### config.mk
export PLATFORM = sky130hd
export DESIGN_NAME = ipu_int_ctrl
export DESIGN_NICKNAME = d
export VERILOG_FILES = /design/src/rtl/gcttt_pkg.sv /design/src/rtl/coord_fifo.sv /design/src/rtl/ipu_int_ctrl.sv
export SDC_FILE = /design/constraint.sdc
export NUM_CORES = 1
export LEC_CHECK = 0
export ABC_AREA = 0
export CORE_ASPECT_RATIO = 0.75
export CORE_MARGIN = 2
export CORE_UTILIZATION = 35
export CTS_CLUSTER_DIAMETER = 200
export DETAILED_ROUTE_END_ITERATION = 7
export MAX_ROUTING_LAYER = met4
export PLACE_DENSITY = 0.66
export RECOVER_POWER = 25
export SLEW_MARGIN = 10
export SYNTH_ARGS = -nofsm -noshare
export SYNTH_HDL_FRONTEND = slang
export SYNTH_HIERARCHICAL = 1
export SYNTH_SLANG_ARGS = --single-unit
### constraint.sdc
create_clock -name clk -period 2.62 [get_ports clk]
set_input_delay 0.524 -clock clk [delete_from_list [all_inputs] [get_ports clk]]
set_output_delay 0.524 -clock clk [all_outputs]
set_load 0.01 [all_outputs]
### src/rtl/gcttt_pkg.sv
// Shared types and constants for the IPU interrupt sequencer.
package gcttt_pkg;

  typedef enum logic [1:0] {
    IDLE   = 2'd0,
    LOAD   = 2'd1,
    ASSERT = 2'd2,
    GAP    = 2'd3
  } state_t;

  typedef logic [3:0] coord_t;

  localparam coord_t NO_COORD       = 4'hF;
  localparam int     GRID_CELLS_DEF = 9;

  function automatic logic coord_legal(input coord_t c, input int cells);
    return int'(c) < cells;
  endfunction

endpackage

### src/rtl/coord_fifo.sv
// Synchronous FIFO with first-word fall-through head and an occupancy counter.
module coord_fifo #(
  parameter int DEPTH = 4,
  parameter int WIDTH = 4
) (
  input  logic                   clk,
  input  logic                   rst,
  input  logic                   push,
  input  logic                   pop,
  input  logic [WIDTH-1:0]       din,
  output logic [WIDTH-1:0]       head,
  output logic                   full,
  output logic                   empty,
  output logic [$clog2(DEPTH):0] count
);

  localparam int AW = $clog2(DEPTH);
  localparam int CW = AW + 1;

  logic [WIDTH-1:0] mem [DEPTH];
  logic [AW-1:0]    wr_ptr;
  logic [AW-1:0]    rd_ptr;
  logic             do_push;
  logic             do_pop;

  assign full    = (count == CW'(DEPTH));
  assign empty   = (count == '0);
  assign do_push = push && !full;
  assign do_pop  = pop && !empty;
  assign head    = mem[rd_ptr];

  // Pointers wrap naturally because DEPTH is a power of two.
  always_ff @(posedge clk) begin
    if (rst) begin
      wr_ptr <= '0;
      rd_ptr <= '0;
      count  <= '0;
    end else begin
      if (do_push) wr_ptr <= wr_ptr + 1'b1;
      if (do_pop)  rd_ptr <= rd_ptr + 1'b1;
      unique case ({do_push, do_pop})
        2'b10:   count <= count + 1'b1;
        2'b01:   count <= count - 1'b1;
        default: count <= count;
      endcase
    end
  end

  // NOTE: storage is deliberately not reset; count/pointers alone define
  // which entries are live, and leaving the array reset-free keeps it RAM-mappable.
  always_ff @(posedge clk) begin
    if (do_push) mem[wr_ptr] <= din;
  end

endmodule

### src/rtl/ipu_int_ctrl.sv
// IPU coordinate filter, burst FIFO and ipu_int/int_ack handshake sequencer.
// Optional build macro: OCCUPIED_FILTER_EN (drops coordinates already delivered or queued).
module ipu_int_ctrl
  import gcttt_pkg::*;
#(
  parameter int FIFO_DEPTH = 4,
  parameter int GAP_CYCLES = 2,
  parameter int GRID_CELLS = GRID_CELLS_DEF
) (
  input  logic                        clk,
  input  logic                        rst,
  input  logic                        coord_valid,
  input  logic [3:0]                  coord_in,
  input  logic                        int_ack,
  input  logic                        game_clr,
  output logic                        ipu_int,
  output logic [3:0]                  grid_coord,
  output logic [$clog2(FIFO_DEPTH):0] pending,
  output logic                        overflow,
  output logic                        bad_coord
);

  localparam int GAP_W = (GAP_CYCLES > 1) ? $clog2(GAP_CYCLES) : 1;

  state_t           state;
  logic [GAP_W-1:0] gap_cnt;

  coord_t fifo_head;
  logic   fifo_full;
  logic   fifo_empty;
  logic   fifo_push;
  logic   fifo_pop;
  logic   in_range;
  logic   dup;

  assign in_range = coord_legal(coord_in, GRID_CELLS);

`ifdef OCCUPIED_FILTER_EN
  logic [GRID_CELLS-1:0] occupied;
  logic [GRID_CELLS-1:0] queued;

  // Duplicates never enter the FIFO, so a per-cell bit tracks its contents exactly.
  assign dup = in_range && (occupied[coord_in] || queued[coord_in]);

  always_ff @(posedge clk) begin
    if (rst) begin
      occupied <= '0;
      queued   <= '0;
    end else begin
      if (game_clr) occupied <= '0;
      if (fifo_pop) begin
        occupied[fifo_head] <= 1'b1;
        queued[fifo_head]   <= 1'b0;
      end
      if (fifo_push) queued[coord_in] <= 1'b1;
    end
  end
`else
  logic unused_game_clr;

  assign dup             = 1'b0;
  assign unused_game_clr = game_clr;
`endif

  // A pop in the same cycle never frees room for a push: full is pre-edge.
  assign fifo_push = coord_valid && in_range && !dup && !fifo_full;
  assign fifo_pop  = (state == LOAD);

  coord_fifo #(
    .DEPTH (FIFO_DEPTH),
    .WIDTH ($bits(coord_t))
  ) u_fifo (
    .clk   (clk),
    .rst   (rst),
    .push  (fifo_push),
    .pop   (fifo_pop),
    .din   (coord_in),
    .head  (fifo_head),
    .full  (fifo_full),
    .empty (fifo_empty),
    .count (pending)
  );

  always_ff @(posedge clk) begin
    if (rst) begin
      overflow  <= 1'b0;
      bad_coord <= 1'b0;
    end else begin
      if (coord_valid && !in_range)                 bad_coord <= 1'b1;
      if (coord_valid && in_range && !dup && fifo_full) overflow  <= 1'b1;
    end
  end

  // NOTE: sequential state uses non-blocking assignments only, so every
  // register in this block samples pre-edge values regardless of statement order.
  always_ff @(posedge clk) begin
    if (rst) begin
      state      <= IDLE;
      ipu_int    <= 1'b0;
      grid_coord <= NO_COORD;
      gap_cnt    <= '0;
    end else begin
      unique case (state)
        IDLE: begin
          if (!fifo_empty) state <= LOAD;
        end
        LOAD: begin
          grid_coord <= fifo_head;
          ipu_int    <= 1'b1;
          state      <= ASSERT;
        end
        ASSERT: begin
          if (int_ack) begin
            ipu_int <= 1'b0;
            gap_cnt <= GAP_W'(GAP_CYCLES - 1);
            state   <= GAP;
          end
        end
        GAP: begin
          if (gap_cnt == '0) state <= IDLE;
          else               gap_cnt <= gap_cnt - 1'b1;
        end
        default: state <= IDLE;
      endcase
    end
  end

endmodule

# After elaboration in Yosys (flattened, before gate mapping)
# Memories as Yosys holds them, arrays and structs flattened. A register that Yosys moved wholly into a read port is not among the register bits.
# Cells that the tools add are included.
# totals
reg_bits	13
mem_bits_rw	16
input_bits	9
out_inout_bits	10
word_cells	53
mem_count	1
# memory_table
memory	depth	word_bits	rd	rd_clocked_by_memory_dff	wr	line	text
u_fifo.mem	4	4	1	1	1	coord_fifo.sv:20	logic [WIDTH-1:0] mem [DEPTH];
# op_classes
addsub	5
n_lt_le_gt_ge	1
eq_ne	9
muxes	12
n_reduce_logical	17
# ops
op	n
case mux 2 bit (4 select lines)	1
equality test 2 bit, second input constant	3
logical AND 1 bit	6
2-to-1 mux 2 bit	3
!= test 2 bit, second input constant	3
case mux 3 bit (2 select lines)	1
nonzero test 2 bit	3
2-to-1 mux 1 bit	5
adder 2 x 1 -> 2 bit, second input constant	2
equality test 2 x 1 -> 1 bit, second input constant	2
less-than comparator 4 bit, second input constant	1
case mux 1 bit (2 select lines)	2
AND reduction 2 bit	2
adder 3 x 1 -> 3 bit, second input constant	1
equality test 3 bit, second input constant	1
zero test 1 bit	3
zero test 3 bit	1
AND reduction 3 bit	1
subtractor 3 x 1 -> 3 bit, second input constant	1
zero test 2 bit	1
subtractor 1 bit, second input constant	1

# Longest topological paths before layout
# depth
word_depth	6
depth_mapped	12
mapped_depth_nobuf	12

# Cells and area by module
# The synthesis kept the hierarchy.
# by_module_without_submodules
mod	instances	cells_per_inst	area_per_inst_um2	seq_area_each_um2
coord_fifo	1	74	1046.0	660.6
ipu_int_ctrl	1	51	490.5	200.2

# Worst setup path after synthesis
# No wires, ideal clock.
# synth_timing
path_type	input to register
startpoint	input port coord_in[2]
endpoint	register u_fifo.count[2]
setup_time_ns	0.070
arrival_time_ns	2.202
required_ns	2.550
path_slack_ns	0.348
cell_stages	12
path_buffers	0
cell_sequence	o31ai_2 -> nand2_1 -> nor2_1 -> inv_1 -> nor2_1 -> inv_1 -> ha_1 -> inv_1 -> fa_1 -> xor2_1 -> or3_1 -> a21oi_1
# synth_via
elab_chain_len	6
elab_cells_between_ends	8
classes_between	order compare: 1; eq/ne: 2; mux: 1; reduce/logical: 4
# synth_rtl
element	line	text
start: declaration	ipu_int_ctrl.sv:13	input logic [3:0] coord_in,
less-than comparator 4 bit *	gcttt_pkg.sv:17	return int'(c) < cells;
logical AND 1 bit * (2 in a row)	ipu_int_ctrl.sv:66	assign fifo_push = coord_valid && in_range && !dup && !fifo_full;
net fifo_push	ipu_int_ctrl.sv:31	logic fifo_push;
logical AND 1 bit *	coord_fifo.sv:28	assign do_push = push && !full;
equality test 2 x 1 -> 1 bit / equality test 2 bit (equally long branches)	coord_fifo.sv:41	unique case ({do_push, do_pop})
case mux 3 bit (2 select lines) / nonzero test 2 bit (equally long branches)	n/a	
end signal: assignment	coord_fifo.sv:42	2'b10: count <= count + 1'b1;
end signal: assignment	coord_fifo.sv:43	2'b01: count <= count - 1'b1;
end signal: assignment	coord_fifo.sv:44	default: count <= count;
end: declaration	coord_fifo.sv:14	output logic [$clog2(DEPTH):0] count
# The timed path passes the listed nets; every way through them passes the cells marked *.
# A chain may end at the register's enable or synchronous reset.

# Worst setup path in the final report
# layout_timing
startpoint	input port coord_in[1]
endpoint	register u_fifo.count[2]
# The elaborated chain is that of the path after synthesis.

==> summary.txt <==
Layout
  – Most frequent cells in the layout: dfxtp_1 (19), clkdlybuf4s50_1 (17), edfxtp_1 (16), buf_4 (14), inv_1 (11)
  – Most common cell after layout, fill and taps aside: dfxtp_1
  – Final Instance Count excl. Fillers: roughly 220
  – Nets: between 150 and 200
  – Antenna Cells: 0
  – Filler Cell Count: about 400
  – Share of layout cells above drive strength 1: approximately a fifth
  – Area added between synthesis and finish: 29.23%

Setup path
  – Req. time, crit path: 2.84 ns
  – Crit path max-delay cell type: clkdlybuf4s50_1
  – R2R Path Start: u_fifo/count[2]$_SDFFE_PP0P_
  – Crit path to: u_fifo/count[2]$_SDFFE_PP0P_
  – Worst path arrival time: about 2.7 ns
  – Reg2reg setup slack: between 0.4 and 0.5 ns
  – Setup crit start: coord_in[1]
  – Reg2Reg Depth: 11
  – Setup crit start kind: input port
  – RR Endpoint: u_fifo/count[2]$_SDFFE_PP0P_
  – WS Path Type: in -> reg
  – CP max stage delay: around 0.47 ns
  – CP cell instances: clkdlybuf4s50_1, o31ai_4, nand2_1, nor2_2, inv_1, nor2_2, inv_1, ha_1, inv_1, fa_1, xor2_1, or3_1, a21oi_1
  – Worst path most repeated cell: inv_1
  – CP Capture Type: flip-flop
  – Crit path max fanout: 2

Routing
  – # DRC: 0
  – Post-Route WL: 2.850 mm
  – DRT antenna net count: 0
  – Routed vias/inst: roughly 4.8
  – DR vias: between 1000 and 1500
  – Detailed Route Iter0 Violations: 35
  – Detailed-router iteration count before antenna repair: 4
  – WL/cell: 13.13 µm

CTS
  – Clk sink count: 35
  – CTS Buf Count: 5
  – Max clock buf depth: 2
  – Skew-Pair Late Insertion Delay: ~0.28 ns
  – H-tree levels: 2
  – TritonCTS clock tree: built
  – Root buffer cell: clkbuf_8
  – Clk slew on worst S/H paths: about 0.070 ns

Power and ir drop
  – Total chip power: about 0.0017 W
  – Max IR drop VDD: 0.0003286 V
  – Pwr/cell area: about 860 mW/mm²
  – Pleak: 0.7517 nW

Die
  – FP Rows: 20
  – Core area: just over 0.004 mm²
  – Die width: around 81 µm
  – Num ports: 19
  – Initial Utilization: about 37%
  – DIE AREA: between 0.004 and 0.005 mm²
  – Die Height: 61.38 µm

Yosys
  – Post-synthesis async set-or-reset flop share: 0%
  – Dominant synthesized flop cell: dfxtp_1
  – Mapped Avg Cell Area: roughly 12 µm²
  – Number of library cell types mapped by synthesis: 31
  – Post-synth EDFFs: 16
  – Seq/Total Area, Yosys: between 50% and 60%
  – #FFs+latches synth: 35
  – Cell area after synthesis: between 0.0015 and 0.002 mm²
  – Cell count after synthesis: roughly 130
  – Syn_nets: around 150
  – Synth warnings: 6

Timing
  – Crit share post-route: roughly 96%
  – Final WS setup: around 0.11 ns
  – Slew Viols, Final: 0
  – Worst hold slack: just under 0.5 ns
  – Worst Max-Slew Pin Slew: ~0.40 ns
  – Final setup viols: 0
  – F_max: between 300 and 400 MHz
  – Clock period minus worst slack: roughly 2.5 ns
  – Max transition margin: about three quarters
  – Fin. Hold Viols: 0
  – Clk_skew: roughly 0.0066 ns

GRT
  – GR Overflow Total: 0
  – Top Usage Layer GRT: met2
  – First-pass GRT wire length: ~4.7 mm
  – GR Layer Usage met3: 3.959%
  – Vias in the first global route: 1065
  – Gr usage total: a little over an eighth
  – GR Layer Usage met2: 22.38%
  – Initial antenna violation count: 0
  – Largest net degree at the start of global routing: 12
  – GRT met1 Usage: between 15 and 20%

Place
  – IO buf count: 17
  – GPL Wtd Cong: 0.7599
  – Place WS: -0.2085 ns
  – Detailed placement HPWL: approximately 2.1 mm
  – Placed cells: roughly 210

Min path
  – Hold WC Path Type: reg -> reg

Outcome
  – Outcome: complete, no violations

Flow run
  – Max-cap viol count: 0
==> where the power goes <==
group | switching [W] | total, W | leakage, nW | internal (W)
logic | 0.000262 | 0.000566 | 0.399 | 0.000304
clock network | 0.000182 | 0.000422 | 0.0515 | 0.000240
registers | 0.0000721 | 0.000727 | 0.301 | 0.000655
total | 0.000516 | 0.00171 | 0.752 | 0.00120
==> cell type report <==
class / count / area, µm² / area share, %
Sequential cell: 35 / 860.8 / 43.35
Multi-Input combinational cell: 77 / 639.4 / 32.20
Timing Repair Buffer: 31 / 275.3 / 13.86
Clock buffer: 8 / 100.1 / 5.041
Tap cell: 55 / 68.82 / 3.466
Inverter: 11 / 41.29 / 2.079
==> how the worst min path moves through the flow <==
stage	from	to	slack (ns)	cells after the start
finish	ipu_int$_SDFFE_PP0P_	ipu_int$_SDFFE_PP0P_	0.48	2
global route	bad_coord$_SDFFE_PP0P_	bad_coord$_SDFFE_PP0P_	0.51	2
CTS	ipu_int$_SDFFE_PP0P_	ipu_int$_SDFFE_PP0P_	0.49	2
detailed placement	ipu_int$_SDFFE_PP0P_	ipu_int$_SDFFE_PP0P_	0.48	2
global placement	overflow$_SDFFE_PP0P_	overflow$_SDFFE_PP0P_	0.46	2
floorplan	u_fifo/rd_ptr[1]$_SDFFE_PP0P_	flip-flop	0.46	2
==> synth_stat cells, drive strengths merged, types with 2 or more instances <==
cell type / instances / area (µm²)
xor2: 3 / 26.28
or3: 3 / 18.77
a211o: 4 / 35.03
dfxtp: 19 / 380.4
mux4: 4 / 90.09
a31oi: 2 / 12.51
a21oi: 6 / 30.03
o21ai: 4 / 20.02
ha: 10 / 125.1
nand2: 5 / 18.77
nor2: 11 / 41.29
inv: 11 / 41.29
nand2b: 2 / 12.51
nor2b: 5 / 31.28
and2: 4 / 25.02
edfxtp: 16 / 480.5
o31ai: 3 / 32.53
buf: 2 / 8.750
==> flip-flops by register name, summed over array words and instances (netlist names), named ones only <==
name,count
grid_coord,4
ipu_int,1
u_fifo/count,3
bad_coord,1
u_fifo/mem,16
u_fifo/wr_ptr,2
state,2
u_fifo/rd_ptr,2
gap_cnt,1
overflow,1
==> per-layer routing <==
| metal | wire length (µm) | share of wire (%) |
|---|---|---|
| met1 | 1304 | 46 |
| met2 | 1410 | 49 |
| met3 | 100 | 3.5 |
| met4 | 35 | 1.2 |
| met5 | 0 | 0 |
==> stage by stage <==
step / instance area [µm²] / utilization (%) / setup TNS, ns
CTS: 1964 / 47.58 / 0
global route: 1986 / 48.09 / -0.01025
detailed placement: 1864 / 45.15 / -0.3504
floorplan: 1536 / - / 0
global placement: 1864 / 45.15 / -0.2474
finish: 1986 / 48.09 / 0
==> worst max-delay path: cells and delay by family <==
kind	cells	cell delay (ns)
xor+xnor	1	0.07
fa+ha+maj	2	0.37
compound gates	2	0.43
simple gates	4	0.65
buf+inv	4	0.67
==> logic make-up (layout without fill, tap and decap cells) <==
family	after synthesis	in the layout	synth area share (%)
mux	4	4	5.863
compound gates	23	23	10.51
simple gates	36	36	13.19
fa+ha+maj	11	11	9.446
buf+inv	13	50	3.257
xor+xnor	3	3	1.710
flops	35	35	56.03
==> repair_timing <==
action / in CTS / in global routing
hold buffers: 0 / 0
endpoints found under the setup margin: 0 / 2
setup buffers: 0 / 1
resized for setup: 0 / 3
No activity file was read; power rests on OpenSTA's default activity.
